File: config.mk
export PLATFORM = sky130hd
export DESIGN_NAME = bitorder_conv
export DESIGN_NICKNAME = d
export VERILOG_FILES = /design/src/rtl/bitorder_pkg.sv /design/src/rtl/bitorder_lane_buf.sv /design/src/rtl/bitorder_conv.sv
export SDC_FILE = /design/constraint.sdc
export NUM_CORES = 1
export LEC_CHECK = 0
export BUFFER_PORTS_ARGS = -buffer_cell sky130_fd_sc_hd__buf_2
export CORE_ASPECT_RATIO = 1.2
export CORE_UTILIZATION = 44
export CTS_BUF_LIST = sky130_fd_sc_hd__clkbuf_16
export DETAILED_ROUTE_END_ITERATION = 16
export MAX_ROUTING_LAYER = met4
export PLACE_DENSITY = 0.68
export SKIP_LAST_GASP = 1
export SYNTH_ARGS = -nofsm -noshare
export SYNTH_HDL_FRONTEND = slang
export SYNTH_SLANG_ARGS = --single-unit
File: constraint.sdc
create_clock -name clk -period 4.2 [get_ports clk]
set_input_delay 0.84 -clock clk [delete_from_list [all_inputs] [get_ports clk]]
set_output_delay 0.84 -clock clk [all_outputs]
set_load 0.005 [all_outputs]
File: src/rtl/bitorder_pkg.sv
// Shared types and helpers for the lane bit-order converter.
package bitorder_pkg;

    typedef enum logic {
        ORDER_LSB_FIRST = 1'b0,
        ORDER_MSB_FIRST = 1'b1
    } order_e;

    function automatic int unsigned lanes_per_word(input int unsigned word_w,
                                                   input int unsigned lane_w);
        return word_w / lane_w;
    endfunction

endpackage

File: src/rtl/bitorder_lane_buf.sv
// One word buffer: slot-indexed lane write, synchronous clear, lane-indexed read.
module bitorder_lane_buf #(
    parameter int unsigned LANE_W = 2,
    parameter int unsigned N      = 4,
    parameter int unsigned SW     = 2
) (
    input  logic              clk,
    input  logic              clr,
    input  logic              we,
    input  logic [SW-1:0]     wr_slot,
    input  logic [LANE_W-1:0] wr_data,
    input  logic [SW-1:0]     rd_slot,
    output logic [LANE_W-1:0] rd_data_c
);

    logic [LANE_W-1:0] mem [N];

    always_ff @(posedge clk) begin
        if (clr) begin
            for (int unsigned i = 0; i < N; i++) begin
                mem[i] <= '0;
            end
        end else if (we) begin
            mem[wr_slot] <= wr_data;
        end
    end

    assign rd_data_c = mem[rd_slot];

endmodule

File: src/rtl/bitorder_conv.sv
// Lane-serial word bit-order converter with ping-pong word buffers.
// Optional BITORDER_CONV_ERR_EN adds the err_trunc partial-word pulse output.
module bitorder_conv
    import bitorder_pkg::*;
#(
    parameter int unsigned LANE_W = 2,
    parameter int unsigned WORD_W = 8
) (
    input  logic              clk,
    input  logic              rst,
    input  logic              axiiv,
    input  logic [LANE_W-1:0] axiid,
    input  logic              order_sel,
    output logic              axiov,
    output logic [LANE_W-1:0] axiod
`ifdef BITORDER_CONV_ERR_EN
    ,
    output logic              err_trunc
`endif
);

    localparam int unsigned N  = lanes_per_word(WORD_W, LANE_W);
    localparam int unsigned SW = (N > 1) ? $clog2(N) : 1;

    logic [SW-1:0]     slot;
    logic [SW-1:0]     didx;
    logic              draining;
    logic              wr_sel;
    logic              rd_sel;
    order_e            ord;

    logic              start_c;
    logic              rd_buf_c;
    logic [SW-1:0]     rd_slot_c;
    logic [LANE_W-1:0] rd0_c;
    logic [LANE_W-1:0] rd1_c;
    logic [LANE_W-1:0] lane_c;

    // Last lane of a word arriving: swap buffers and begin draining this cycle.
    assign start_c = axiiv && (slot == SW'(N - 1));

    // On start the only lane needed from memory is slot 0 of the filling buffer.
    always_comb begin
        rd_buf_c  = rd_sel;
        rd_slot_c = (ord == ORDER_MSB_FIRST) ? didx : (SW'(N - 1) - didx);
        if (start_c) begin
            rd_buf_c  = wr_sel;
            rd_slot_c = '0;
        end
        lane_c = rd_buf_c ? rd1_c : rd0_c;
    end

    bitorder_lane_buf #(.LANE_W(LANE_W), .N(N), .SW(SW)) u_buf0 (
        .clk       (clk),
        .clr       (!rst),
        .we        (axiiv && !wr_sel),
        .wr_slot   (slot),
        .wr_data   (axiid),
        .rd_slot   (rd_slot_c),
        .rd_data_c (rd0_c)
    );

    bitorder_lane_buf #(.LANE_W(LANE_W), .N(N), .SW(SW)) u_buf1 (
        .clk       (clk),
        .clr       (!rst),
        .we        (axiiv && wr_sel),
        .wr_slot   (slot),
        .wr_data   (axiid),
        .rd_slot   (rd_slot_c),
        .rd_data_c (rd1_c)
    );

    always_ff @(posedge clk) begin
        if (!rst) begin
            slot     <= '0;
            didx     <= '0;
            draining <= 1'b0;
            wr_sel   <= 1'b0;
            rd_sel   <= 1'b0;
            ord      <= ORDER_LSB_FIRST;
            axiov    <= 1'b0;
            axiod    <= '0;
        end else begin
            if (!axiiv || start_c) begin
                slot <= '0;
            end else begin
                slot <= slot + SW'(1);
            end

            // With LSB-first order the first emitted lane is the one arriving now.
            if (start_c) begin
                ord      <= order_e'(order_sel);
                wr_sel   <= !wr_sel;
                rd_sel   <= wr_sel;
                didx     <= SW'(1);
                draining <= 1'b1;
                axiov    <= 1'b1;
                axiod    <= (order_e'(order_sel) == ORDER_MSB_FIRST) ? lane_c : axiid;
            end else if (draining) begin
                didx     <= didx + SW'(1);
                draining <= (didx != SW'(N - 1));
                axiov    <= 1'b1;
                axiod    <= lane_c;
            end else begin
                axiov    <= 1'b0;
                axiod    <= '0;
            end
        end
    end

`ifdef BITORDER_CONV_ERR_EN
    always_ff @(posedge clk) begin
        if (!rst) begin
            err_trunc <= 1'b0;
        end else begin
            err_trunc <= !axiiv && (slot != '0);
        end
    end
`endif

endmodule

==> results.yml, run 1 <==
finish:
  drive_gt1_share_pct: 16.0
  nets: 134
  fill_cells: 255
  final-instance-count-excl-fill: 159
  diodes: 0
  fin_area_um2: 1440
  syn2layout_area_growth_pct: 9.01
critical_path:
  crit_family: "flip-flops"
  worst-path-max-fanout: 11
  rrSetupSlack_ns: 2.05
  r2r_end: "axiod[1]"
  cp.buffers_inverters: 0
  cp-end-kind: "flop"
  path_cells: "ha_1 > a21boi_1 > nor2_2 > mux4_2 > o311a_1"
  path_depth: 5
  slowest_delay_ns: 0.52
  rr_startpoint: "slot[1]"
  critPathRequiredTime_ns: 4.34
  cpMaxStageDelayCell: "dfxtp_1"
  cp-start-kind: "flop"
  cp.arrival_ns: 2.29
  reg2reg_depth: 5
  critPathKind: "reg2reg"
routing:
  drtIter0Drc: 37
  drtAntennaViolNets: 0
  firstDrtPassIters: 4
  wire_per_inst_um: 14.8
  routed_wl_um: 2360
  via_per_inst: 5.55
  drc: 0
  vias: 883
sta:
  tightest_slew_ns: 0.380
  finalHoldViolCount: 0
  period_share_pct: 51.2
  setup_viol: 0
  rsz0062_at_grt: "no"
  min_period_ns: 2.15
  fin_skew_ns: 0.00314
  worst_slack_ns: 2.05
  max_slew_margin_pct: 74.4
  slew_viol_final: 0
  max_freq_ghz: 0.465
  fin_tns_setup_ns: 0
worst_hold_path:
  hold_path_class: "reg2reg"
  whs_path_depth: 2
  hold_end: "ord"
  hp-start: "ord"
die:
  dieHeight_um: 62.0
  die_w_um: 52.0
  ioPinCount: 9
  die-area_um2: 3220
  num_rows: 21
  core_um2: 2810
  start_util_pct: 46.9
cts:
  clkSinkCount: 27
  ctsResizeCount: 0
  root_buffer: "clkbuf_16"
  cts_tree: "built"
  cts_max_level: 1
  cts_buffers: 3
  insertion_delay_ns: 0.26
  cts_setup_buffers: 0
  cts_buffer_depth: 2
  clk_pin_slew_worst_paths_ns: 0.06
  cts_hold_buf: 0
power_and_ir_drop:
  p_sw_share_pct: 19.4
  intPower_uw: 426
  seqPwrFrac_pct: 55.4
  cellLeakagePower_nw: 0.576
  combPwrFrac_pct: 5.2
  p_sw_uw: 102
  p_clk_share_pct: 39.4
  power_density_nw_per_um2: 368
  peakVddDrop_mv: 0.227
placed_design:
  place_ws_ns: 1.83
  port_buffers: 8
  gp_congestion: 0.873
  dp_cells: 155
  place_area_um2: 1360
  dp.final_hpwl_um: 1800
yosys:
  postSynth.asyncResetShare_pct: 0
  yosysWarnings: 0
  synth_seq_area_share_pct: 53.1
  synth_top_area_cell: "edfxtp_1"
  ys_top_cells_by_count: "16 x edfxtp_1, 16 x nor2_1, 11 x dfxtp_1, 8 x nand2_1, 7 x inv_1"
  synth_edf_count: 16
  synth_top_area_share_pct: 36.4
  syn_area_per_cell_um2: 10.9
  synthCells: 121
  synth_top_flop_cell: "edfxtp_1"
  ys_ff_latch: 27
  yosysUniqueCellTypes: 42
  synth_area_leaders: "edfxtp_1 36%, dfxtp_1 17%, nor2_1 4.6%"
  syn_area_um2: 1320
  synth_nets: 129
global_routing:
  first_global_vias: 861
  antenna_found_initial: 0
  overflow: 0
  grt_start_max_net_pins: 19
  track_usage_pct: 17.7
  grt_pass1_wl_um: 3910
flow_run:
  drv_cap: 0
outcome:
  outcome: "complete, no violations"
-- per-stage QoR --
step                      power, mW  utilization [%]  hold slack, ns
final                         0.529             51.1           0.546
after global routing          0.550             51.1           0.568
after CTS                     0.534             51.1           0.553
after detailed placement      0.327             48.3           0.540
after global placement        0.326             48.3           0.518
after floorplan               0.318                -           0.503
-- cells by family (layout without fill, tap and decap cells) --
group           count (synthesis)  after routing  synth area share, %
fa+ha+maj                       2              2                 1.90
mux                             4              4                 6.17
xor+xnor                        4              4                 3.23
buf+inv                        15             19                 5.22
flops                          27             27                 53.1
simple gates                   49             49                 19.5
compound gates                 20             20                 10.9
-- worst register-to-register path, cell delays in order, from the launching register on --
cell and delay (ns):
dfxtp_1 0.52, ha_1 0.35, a21boi_1 0.14, nor2_2 0.16, mux4_2 0.51, o311a_1 0.36
-- power by group through the flow --
stage / Sequential, mW / Combinational [mW] / Clock, mW
after floorplan: 0.296 / 0.0228 / 0
after global placement: 0.299 / 0.0269 / 0
after detailed placement: 0.299 / 0.0278 / 0
after CTS: 0.293 / 0.0280 / 0.213
after global routing: 0.294 / 0.0307 / 0.226
final: 0.293 / 0.0276 / 0.208
-- cell type report --
type                       instances  area (um2)  share of cell area [%]
multi-input combinational         79         549                    38.2
timing repair buffer               8        40.0                    2.79
tap                               34        42.5                    2.96
inverter                           7        26.3                    1.83
clock buffer                       3        75.1                    5.22
clock inverter                     1        3.75                   0.261
sequential                        27         701                    48.7
-- state kept, by name, summed over array words and instances (netlist names), 2 cells and up --
signal / cells
didx: 2
u_buf0.mem: 8
axiod: 2
u_buf1.mem: 8
slot: 2
-- cells in the final DEF (no fill, tap or decap), drive strengths merged, types with 2 or more instances in the layout --
master	netlist	layout
nor3	3	3
ha	2	2
nor3b	3	3
clkbuf	5	3
mux4	3	3
or2	2	2
buf	3	8
inv	7	8
nand2	9	9
nor2	17	17
dfxtp	11	11
xnor2	2	2
nand3b	2	2
o21a	2	2
and2	2	2
xor2	2	2
o21ai	7	7
o31ai	3	3
a21boi	4	4
edfxtp	16	16
nand2b	5	5
-- worst max-delay path by stage --
stage | from | end
final | slot[1] | axiod[1]
after global routing | slot[0] | axiod[1]
after global placement | axiiv | axiod[1]
after detailed placement | axiiv | axiod[1]
after CTS | slot[1] | axiod[1]
after floorplan | axiiv | axiod[1]
-- per-layer routing --
| layer | GRT usage [%] | share of wire [%] | up-vias |
|---|---|---|---|
| li1 | - | - | 435 |
| met3 | 2.43 | 3.1 | 6 |
| met4 | 7.72 | 1.9 | 0 |
| met5 | - | 0 | - |
| met1 | 19.3 | 42 | 421 |
| met2 | 32.1 | 53 | 21 |
Note: power is estimated with default switching activity, not from simulation.
==> run 2: changes to the inputs <==
clock period = 2.2 ns   (was 4.2 ns; I/O delays follow)
==> results.yml, run 2 (synthesized netlist as in run 1, its figures left out) <==
global_routing:
  gr-usage-met3_pct: 3.65
  antenna_found_initial: 0
  first_global_vias: 888
  track_usage_pct: 19.1
  busiest_layer: "met2"
  grt_util_met1_pct: 21.6
  overflow: 0
  grt_pass1_wl_um: 4130
  use_met2_pct: 32.6
  grt_start_max_net_pins: 19
die:
  num_rows: 21
  die-area_um2: 3220
  start_util_pct: 46.9
  ioPinCount: 9
  dieHeight_um: 62.0
  die_w_um: 52.0
  core_um2: 2810
critical_path:
  cp-start-kind: "flop"
  cpMaxStageDelayCell: "mux4_2"
  cp-end-kind: "flop"
  critPathKind: "reg2reg"
  rrSetupSlack_ns: 0.21
  worst-path-max-fanout: 6
  path_cells: "ha_1 > and3_1 > nor2_2 > mux4_2 > o311a_1"
  startpoint: "slot[0]"
  critPathRequiredTime_ns: 2.35
  rr_startpoint: "slot[0]"
  crit_family: "multiplexers"
  slowest_delay_ns: 0.54
  cp.arrival_ns: 2.15
  cp.buffers_inverters: 0
placed_design:
  port_buffers: 8
  dp.final_hpwl_um: 1930
  gp_congestion: 0.838
  place_ws_ns: 0.187
cts:
  clk_pin_slew_worst_paths_ns: 0.07
  cts_tree: "built"
  clkSinkCount: 27
  insertion_delay_ns: 0.26
  cts_hold_buf: 0
  root_buffer: "clkbuf_16"
  cts_setup_buffers: 0
  ctsResizeCount: 0
  cts_buffer_depth: 2
  cts_buffers: 3
  cts_max_level: 1
power_and_ir_drop:
  peakVddDrop_mv: 0.505
  p_clk_share_pct: 40.3
  p_sw_uw: 215
  power_density_nw_per_um2: 704
  seqPwrFrac_pct: 53.7
  combPwrFrac_pct: 6.1
  intPower_uw: 821
  cellLeakagePower_nw: 0.590
  p_sw_share_pct: 20.7
worst_hold_path:
  hold_path_class: "in2reg"
  hp-start: "order_sel"
routing:
  via_per_inst: 5.62
  drtAntennaViolNets: 0
  firstDrtPassIters: 4
  routed_wl_um: 2610
  drtIter0Drc: 25
  vias: 916
  wire_per_inst_um: 16.0
  drc: 0
finish:
  drive_gt1_share_pct: 19.4
  syn2layout_area_growth_pct: 11.6
  diodes: 0
  fin_util_pct: 52.3
  nets: 138
  most-common-layout-cells: "16 x nor2_1, 16 x edfxtp_1, 11 x dfxtp_1"
  top_regs: "u_buf0.mem (8), u_buf1.mem (8)"
sta:
  setup_viol: 0
  max_freq_ghz: 0.501
  fin_tns_setup_ns: 0
  worst_slack_ns: 0.206
  max_slew_margin_pct: 73.3
  min_period_ns: 1.99
  tightest_slew_ns: 0.397
  rsz0062_at_grt: "no"
  fin_skew_ns: 0.00487
  slew_viol_final: 0
  finalHoldViolCount: 0
  period_share_pct: 90.6
outcome:
  outcome: "complete, no violations"
flow_run:
  drv_cap: 0
run 2: path summary, 6_finish.rpt:
check	cells past startpoint	to
worst max-delay path	5	axiod[1]
worst max register to register	5	axiod[1]
worst min register to register	2	ord
worst min-delay path	3	ord
run 2: per-layer routing:
metal  share of wire, %  routed length [um]  up-vias
met5                  0                   0        -
met4                3.0                  79        0
met3                3.4                  89        8
met2                 51                1340       27
met1                 42                1110      440
li1                   -                   -      441
run 2: power by group through the flow:
| stage | Sequential [mW] | Clock, mW | Combinational (mW) |
|---|---|---|---|
| after floorplan | 0.564 | 0 | 0.0435 |
| after global routing | 0.557 | 0.440 | 0.0688 |
| after global placement | 0.566 | 0 | 0.0593 |
| after CTS | 0.556 | 0.421 | 0.0621 |
| after detailed placement | 0.567 | 0 | 0.0610 |
| final | 0.556 | 0.417 | 0.0627 |
run 2: cell type report:
cell class / count / area [um2]
inverter: 7 / 26.3
sequential: 27 / 701
clock inverter: 1 / 7.51
multi-input combinational: 79 / 549
timing repair buffer: 12 / 70.1
clock buffer: 3 / 75.1
fill: 254 / 1340
tap: 34 / 42.5
run 2: worst register-to-register path: stages, from the launching register on:
cell and delay, ns:
dfxtp_1 0.31, ha_1 0.27, and3_1 0.23, nor2_2 0.19, mux4_2 0.54, o311a_1 0.36
run 2: per-stage QoR:
stage	hold slack [ns]	area [um2]	power [mW]	instances
after global placement	0.513	1390	0.626	159
after detailed placement	0.525	1390	0.628	159
after CTS	0.469	1470	1.04	163
final	0.475	1470	1.04	163
after global routing	0.487	1470	1.07	163
after floorplan	0.503	1320	0.608	121
